## src/rtl/wb2core_pkg.sv

```systemverilog
`default_nettype none
// ---------------------------------------------------------------------------
// wb2core_pkg : response kinds and counter-width helper for wb2core
// Rev 1.0
// ---------------------------------------------------------------------------
package wb2core_pkg;

  typedef enum logic [1:0] {
    RESP_NONE = 2'd0,
    RESP_ACK  = 2'd1,
    RESP_ERR  = 2'd2
  } resp_e;

  // Bits needed to hold 0..max_out inclusive.
  function automatic int cnt_width(input int max_out);
    return (max_out < 1) ? 1 : $clog2(max_out + 1);
  endfunction

endpackage
`default_nettype wire

```

## src/rtl/wb2core.sv

```systemverilog
`default_nettype none
// ---------------------------------------------------------------------------
// wb2core : Wishbone B4 pipelined slave driving a req/gnt/rvalid memory port
// Rev 1.0
// ---------------------------------------------------------------------------
module wb2core
  import wb2core_pkg::*;
#(
  parameter int AW             = 32,
  parameter int DW             = 32,
  parameter int MaxOutstanding = 2
) (
  input  logic            clk,
  input  logic            rst_n,
  input  logic            wb_cyc,
  input  logic            wb_stb,
  input  logic            wb_we,
  input  logic [DW/8-1:0] wb_sel,
  input  logic [AW-1:0]   wb_adr,
  input  logic [DW-1:0]   wb_dat_i,
  output logic            wb_stall,
  output logic            wb_ack,
  output logic            wb_err,
  output logic [DW-1:0]   wb_dat_o,
  output logic            mem_req,
  input  logic            mem_gnt,
  output logic            mem_we,
  output logic [DW/8-1:0] mem_be,
  output logic [AW-1:0]   mem_addr,
  output logic [DW-1:0]   mem_wdata,
  input  logic            mem_rvalid,
  input  logic [DW-1:0]   mem_rdata,
  input  logic            mem_err
);

  localparam int CW = cnt_width(MaxOutstanding);
  localparam logic [CW-1:0] MAX_CNT = CW'(MaxOutstanding);

  logic [CW-1:0] outstanding, outstanding_nxt;
  logic [CW-1:0] drop, drop_nxt;
  logic [CW:0]   drop_sum;
  resp_e         resp, resp_nxt;
  logic          full, draining, accept, rsp_live, abort;

  assign mem_we    = wb_we;
  assign mem_be    = wb_sel;
  assign mem_addr  = wb_adr;
  assign mem_wdata = wb_dat_i;

  assign full     = (outstanding == MAX_CNT);
  assign draining = (drop != '0);
  assign mem_req  = wb_cyc & wb_stb & ~full & ~draining;
  assign wb_stall = full | draining | ~mem_gnt;
  assign accept   = mem_req & mem_gnt;
  assign rsp_live = mem_rvalid & ~draining;
  assign abort    = ~wb_cyc & (outstanding != '0);

  // On abort every still-owed response becomes a stale one; a response
  // arriving in that same cycle (live or stale) is consumed right away.
  assign drop_sum = {1'b0, drop} + {1'b0, outstanding} - (CW + 1)'(mem_rvalid);

  always_comb begin
    outstanding_nxt = outstanding;
    drop_nxt        = drop;
    resp_nxt        = RESP_NONE;
    if (abort) begin
      outstanding_nxt = '0;
      drop_nxt = (drop_sum > {1'b0, MAX_CNT}) ? MAX_CNT : drop_sum[CW-1:0];
    end else begin
      outstanding_nxt = outstanding + CW'(accept) - CW'(rsp_live);
      if (mem_rvalid && draining) drop_nxt = drop - 1'b1;
    end
    if (rsp_live && wb_cyc) resp_nxt = mem_err ? RESP_ERR : RESP_ACK;
  end

  always_ff @(posedge clk or negedge rst_n) begin
    if (!rst_n) begin
      outstanding <= '0;
      drop        <= '0;
      resp        <= RESP_NONE;
      wb_dat_o    <= '0;
    end else begin
      outstanding <= outstanding_nxt;
      drop        <= drop_nxt;
      resp        <= resp_nxt;
      if (rsp_live) wb_dat_o <= mem_rdata;
    end
  end

  assign wb_ack = (resp == RESP_ACK);
  assign wb_err = (resp == RESP_ERR);

  a_rvalid_owed: assert property (@(posedge clk) disable iff (!rst_n)
    mem_rvalid |-> (({1'b0, outstanding} + {1'b0, drop}) != '0));
  a_ack_err_excl: assert property (@(posedge clk) disable iff (!rst_n)
    !(wb_ack && wb_err));
  a_outstanding_max: assert property (@(posedge clk) disable iff (!rst_n)
    outstanding <= MAX_CNT);

endmodule
`default_nettype wire

```

## config.mk

```make
export PLATFORM = sky130hd
export DESIGN_NAME = wb2core
export DESIGN_NICKNAME = d
export VERILOG_FILES = /design/src/rtl/wb2core_pkg.sv /design/src/rtl/wb2core.sv
export SDC_FILE = /design/constraint.sdc
export NUM_CORES = 1
export LEC_CHECK = 0
export CAP_MARGIN = 15
export CORE_UTILIZATION = 33
export CTS_CLUSTER_SIZE = 30
export DETAILED_ROUTE_END_ITERATION = 12
export PLACE_DENSITY = 0.86
export SYNTH_ARGS = -nofsm -noshare
export SYNTH_HDL_FRONTEND = slang
export SYNTH_SLANG_ARGS = --single-unit
```

## constraint.sdc

```tcl
create_clock -name clk -period 4.52 [get_ports clk]
set_input_delay 0.904 -clock clk [delete_from_list [all_inputs] [get_ports clk]]
set_output_delay 0.904 -clock clk [all_outputs]
set_load 0.05 [all_outputs]
```

# Yosys cells after proc, flatten, opt, wreduce, memory -nomap -nowiden

Index checks and enable logic that the tools add are counted.

Output and inout port bits: 105
Bits of input ports: 108
Logic and storage cells: 36
Bits in registers: 38

Reduce and logical (&&, ||, !) cells: 5
Bitwise logic cells: 12
Add/subtract/negate cells: 5
Multiplexer cells: 6
Eq/ne operators: 3
$lt $le $gt $ge: 1

Operators by type and width:

| cell                | number |
|---|---|
| $mux 2              | 6 |
| $and 1x1->1         | 6 |
| $reduce_bool 2->1   | 3 |
| $eq 2x2->1 const B  | 2 |
| $not 1->1           | 4 |
| $add 2x2->3         | 1 |
| $gt 3x2->1 const B  | 1 |
| $sub 3x1->3         | 1 |
| $add 2x1->2         | 1 |
| $eq 2x1->1 const B  | 1 |
| $logic_and 1x1->1   | 2 |
| $or 1x1->1          | 2 |
| $sub 2x1->2         | 1 |
| $sub 2x1->2 const B | 1 |

# Depth between registers and ports, before layout

Depth in word-level cells: 8
Depth in mapped cells: 11

# Worst setup path after synthesis

OpenSTA, ideal clock, no wires.

Path type: in2reg
Start: input port mem_rvalid
End: register outstanding[1]
Required time: 4.401 ns
Arrival: 2.169 ns
Stages on the path: 9
Setup slack: 2.232 ns
Buffers on the path: 2
Library setup time: 0.119 ns
Path through: and2_4 > buf_6 > buf_8 > ha_1 > inv_1 > ha_1 > xnor2_1 > xnor2_1 > and2_1

Word-level cells in the longest chain between the ends: 3

Ends and longest elaborated chain:

| what                   | line          | text |
|---|---|---|
| start: declaration     | wb2core.sv:31 | `input logic mem_rvalid,` |
| $and 1x1->1            | wb2core.sv:55 | `assign rsp_live = mem_rvalid & ~draining;` |
| via rsp_live           | wb2core.sv:43 | `logic full, draining, accept, rsp_live, abort;` |
| $sub 2x1->2            | wb2core.sv:70 | `outstanding_nxt = outstanding + CW'(accept) - CW'(rsp_live);` |
| $mux 2                 | wb2core.sv:66 | `if (abort) begin` |
| via outstanding_nxt[1] | wb2core.sv:39 | `logic [CW-1:0] outstanding, outstanding_nxt;` |
| end signal: assignment | wb2core.sv:83 | `outstanding <= outstanding_nxt;` |
| end: declaration       | wb2core.sv:39 |  |

The timed path passes the listed nets, and every way through them passes these cells.
A chain may end at the register's enable or synchronous reset.

# Final worst setup path

Start: input port wb_cyc
End: output port mem_req

Word-level cells in the longest chain between the ends: 3

Ends and longest elaborated chain:

| what                     | line          | text |
|---|---|---|
| start: declaration       | wb2core.sv:15 | `input logic wb_cyc,` |
| $and 1x1->1 (3 in a row) | wb2core.sv:52 | `assign mem_req = wb_cyc & wb_stb & ~full & ~draining;` |
| end: declaration         | wb2core.sv:25 | `output logic mem_req,` |

Every way passes these cells.

==> results.sh <==
export IMPL_io_pins=213
export IMPL_vias_per_cell=4.52
export IMPL_reg2reg_to="outstanding[1]"
export IMPL_tns_ns=0
export IMPL_grt_pass1_wl_um=6760
export IMPL_final_cells=266
export IMPL_pre_cts_slack_ns=1.22
export IMPL_relSlewSlack=0.436
export IMPL_hold_class="flop to flop"
export IMPL_ctsResizeCount=0
export IMPL_nFillCells=586
export IMPL_synth_top_family_by_area="buffers and inverters"
export IMPL_place_congestion=0.655
export IMPL_ant_nets=0
export IMPL_synthXorXnorAreaFrac=0.0154
export IMPL_cp_arrival_ns=2.39
export IMPL_synth_compound_area_frac=0.0170
export IMPL_numCtsBuffers=5
export IMPL_gr_usage_met3=0.0389
export IMPL_worstSkewPairLatency_ns=0.28
export IMPL_root_buffer="clkbuf_8"
export IMPL_port_buffer_count=74
export IMPL_rrSetupSlack_ns=2.27
export IMPL_die_y_um=85.1
export IMPL_ys_ff_latch=38
export IMPL_cp_max_fo=5
export IMPL_fp_dieW_um=85.1
export IMPL_grt_busiest_layer="met2"
export IMPL_synth_top_area_frac=0.418
export IMPL_rows=29
export IMPL_critPathLaunchType="primary input"
export IMPL_clockBufferDepth=2
export IMPL_htreeDepth=2
export IMPL_met1_usage=0.130
export IMPL_yosys_area_share_simple=0.0313
export IMPL_drv_cap=0
export IMPL_cts_sink_count=38
export IMPL_tightest_slew_ns=0.846
export IMPL_cts_setup_buffers=0
export IMPL_rr_worst_depth=9
export IMPL_power_per_cell_area_nw_per_um2=842
export IMPL_hold_end="wb_dat_o[19]"
export IMPL_skew_ns=0.00697
export IMPL_synth_area_leaders="dfrtp_1, buf_4, mux2_4, ha_1, mux2_2"
export IMPL_start_util=0.351
export IMPL_place_area_um2=2520
export IMPL_use_met2=0.216
export IMPL_fmax_mhz=303
export IMPL_synth_largest_area_cell="dfrtp_1"
export IMPL_muxShareOfSynthArea=0.207
export IMPL_synth_warnings=0
export IMPL_via_count=1203
export IMPL_antenna_cells=0
export IMPL_status="complete, no violations"
export IMPL_nets=304
export IMPL_finalHoldViolations=0
export IMPL_syn_area_um2=2280
export IMPL_cts_tree="yes"
export IMPL_drt_iter0_markers=27
export IMPL_worstSetupPathType="primary input to primary output"
export IMPL_setup_slack_ns=1.22
export IMPL_rsz0062_at_grt="no"
export IMPL_synth_distinct_cells=25
export IMPL_drt_first_pass_iters=4
export IMPL_stdcell_area_um2=2600
export IMPL_timing_rr_start="drop[0]"
export IMPL_dp_hpwl_um=3230
export IMPL_grt_max_degree=39
export IMPL_hp_start="wb_dat_o[19]"
export IMPL_dieArea_um2=7240
export IMPL_dp_cells=259
export IMPL_ir_worst_vdd_uv=221
export IMPL_startpoint="wb_cyc"
export IMPL_syn_instance_count=181
export IMPL_drcViolationCount=0
export IMPL_grt_pass1_vias=1325
export IMPL_wirelength_um=4280
export IMPL_whs_path_depth=1
export IMPL_grt_use_total=0.122
export IMPL_avgSynthCellArea_um2=12.6
export IMPL_syn2layout_area_growth_pct=14.3
export IMPL_p_leak_nw=1.16
export IMPL_end_kind="primary output"
export IMPL_postCtsHoldBufs=0
export IMPL_min_period_ns=3.30
export IMPL_coreArea_um2=6490
export IMPL_wire_per_inst_um=16.1
export IMPL_maxSlewViolCount=0
export IMPL_antenna_found_initial=0
export IMPL_timing_final_crit_share=0.729
export IMPL_layout_drive_gt1_share=0.217
export IMPL_final_setup_viol_count=0
export IMPL_crit_required_ns=3.62
export IMPL_ys_seq_area_frac=0.418
export IMPL_synthesis_nets=296
export IMPL_grt_ovfl_total=0
export IMPL_synth_fa_ha_area_frac=0.0418
export IMPL_clk_pin_slew_ns=0.08
[power by group]
| group | switching (mW) | internal (mW) |
|---|---|---|
| sequential | 0.0907 | 0.507 |
| combinational | 0.795 | 0.584 |
| clock | 0.112 | 0.104 |
| total | 0.998 | 1.19 |
[worst max-delay path by stage]
stage                                end
after floorplan           outstanding[1]
after global routing             mem_req
final                            mem_req
after CTS                        mem_req
after detailed placement         mem_req
after global placement           mem_req
[final cells by class]
type	count	area (um^2)	share of cell area
repair buffers	74	736	0.283
inverters	8	30.0	0.0115
well taps	77	96.3	0.0370
clock inverters	2	10.0	0.00384
clock buffers	5	68.8	0.0264
flip-flops and latches	38	951	0.365
multi-input cells	62	712	0.273
[cell families after synthesis]
logic type      after synthesis
buf+inv                      81
flops                        38
mux                          33
simple gates                 12
fa+ha+maj                     7
compound gates                6
xor+xnor                      4
[worst max-delay path: stages]
cell and delay [ns]:
clkdlybuf4s50_1 0.52, and3_1 0.17, clkdlybuf4s50_1 0.80
[per-layer routing]
layer / routed length [um] / share of wire / vias to the layer above
met3: 384 / 0.090 / 18
met5: 0 / 0 / -
met1: 1650 / 0.39 / 583
met4: 116 / 0.027 / 0
li1: - / - / 529
met2: 2130 / 0.50 / 73
[state kept, by name, summed over array words and instances, names as in the netlist]
register,count
drop,2
outstanding,2
resp,2
wb_dat_o,32
[placed cells by master (no fill, tap or decap)]
cell             count
nand2_1              2
ha_1                 6
a21oi_1              2
mux2_2               5
and3_1               2
dfrtp_1             38
o21a_1               1
and2_4               1
clkdlybuf4s50_1     73
clkbuf_8             5
fa_1                 1
clkinv_2             2
a31oi_1              1
a21o_1               1
and2b_1              1
xnor2_1              4
buf_2                1
o21bai_1             1
mux2_4              27
mux2i_1              1
nor2_1               1
inv_1                8
and2_1               2
nor2b_1              2
nand4_1              1
[cells in the mapped netlist, drive strengths merged]
| cell type | n |
|---|---|
| a21o | 1 |
| a21oi | 2 |
| a31oi | 1 |
| and2 | 3 |
| and2b | 1 |
| and3 | 2 |
| buf | 73 |
| dfrtp | 38 |
| fa | 1 |
| ha | 6 |
| inv | 8 |
| mux2 | 32 |
| mux2i | 1 |
| nand2 | 2 |
| nand4 | 1 |
| nor2 | 1 |
| nor2b | 2 |
| o21a | 1 |
| o21bai | 1 |
| xnor2 | 4 |
[metrics by stage]
step / hold WS, ns / util / power, mW
after CTS: 0.512 / 0.401 / 2.22
after detailed placement: 0.491 / 0.389 / 1.99
final: 0.508 / 0.401 / 2.19
after global routing: 0.532 / 0.401 / 2.32
after floorplan: 0.545 / - / 1.76
after global placement: 0.488 / 0.389 / 1.96
(Power assumes the default switching activity.)
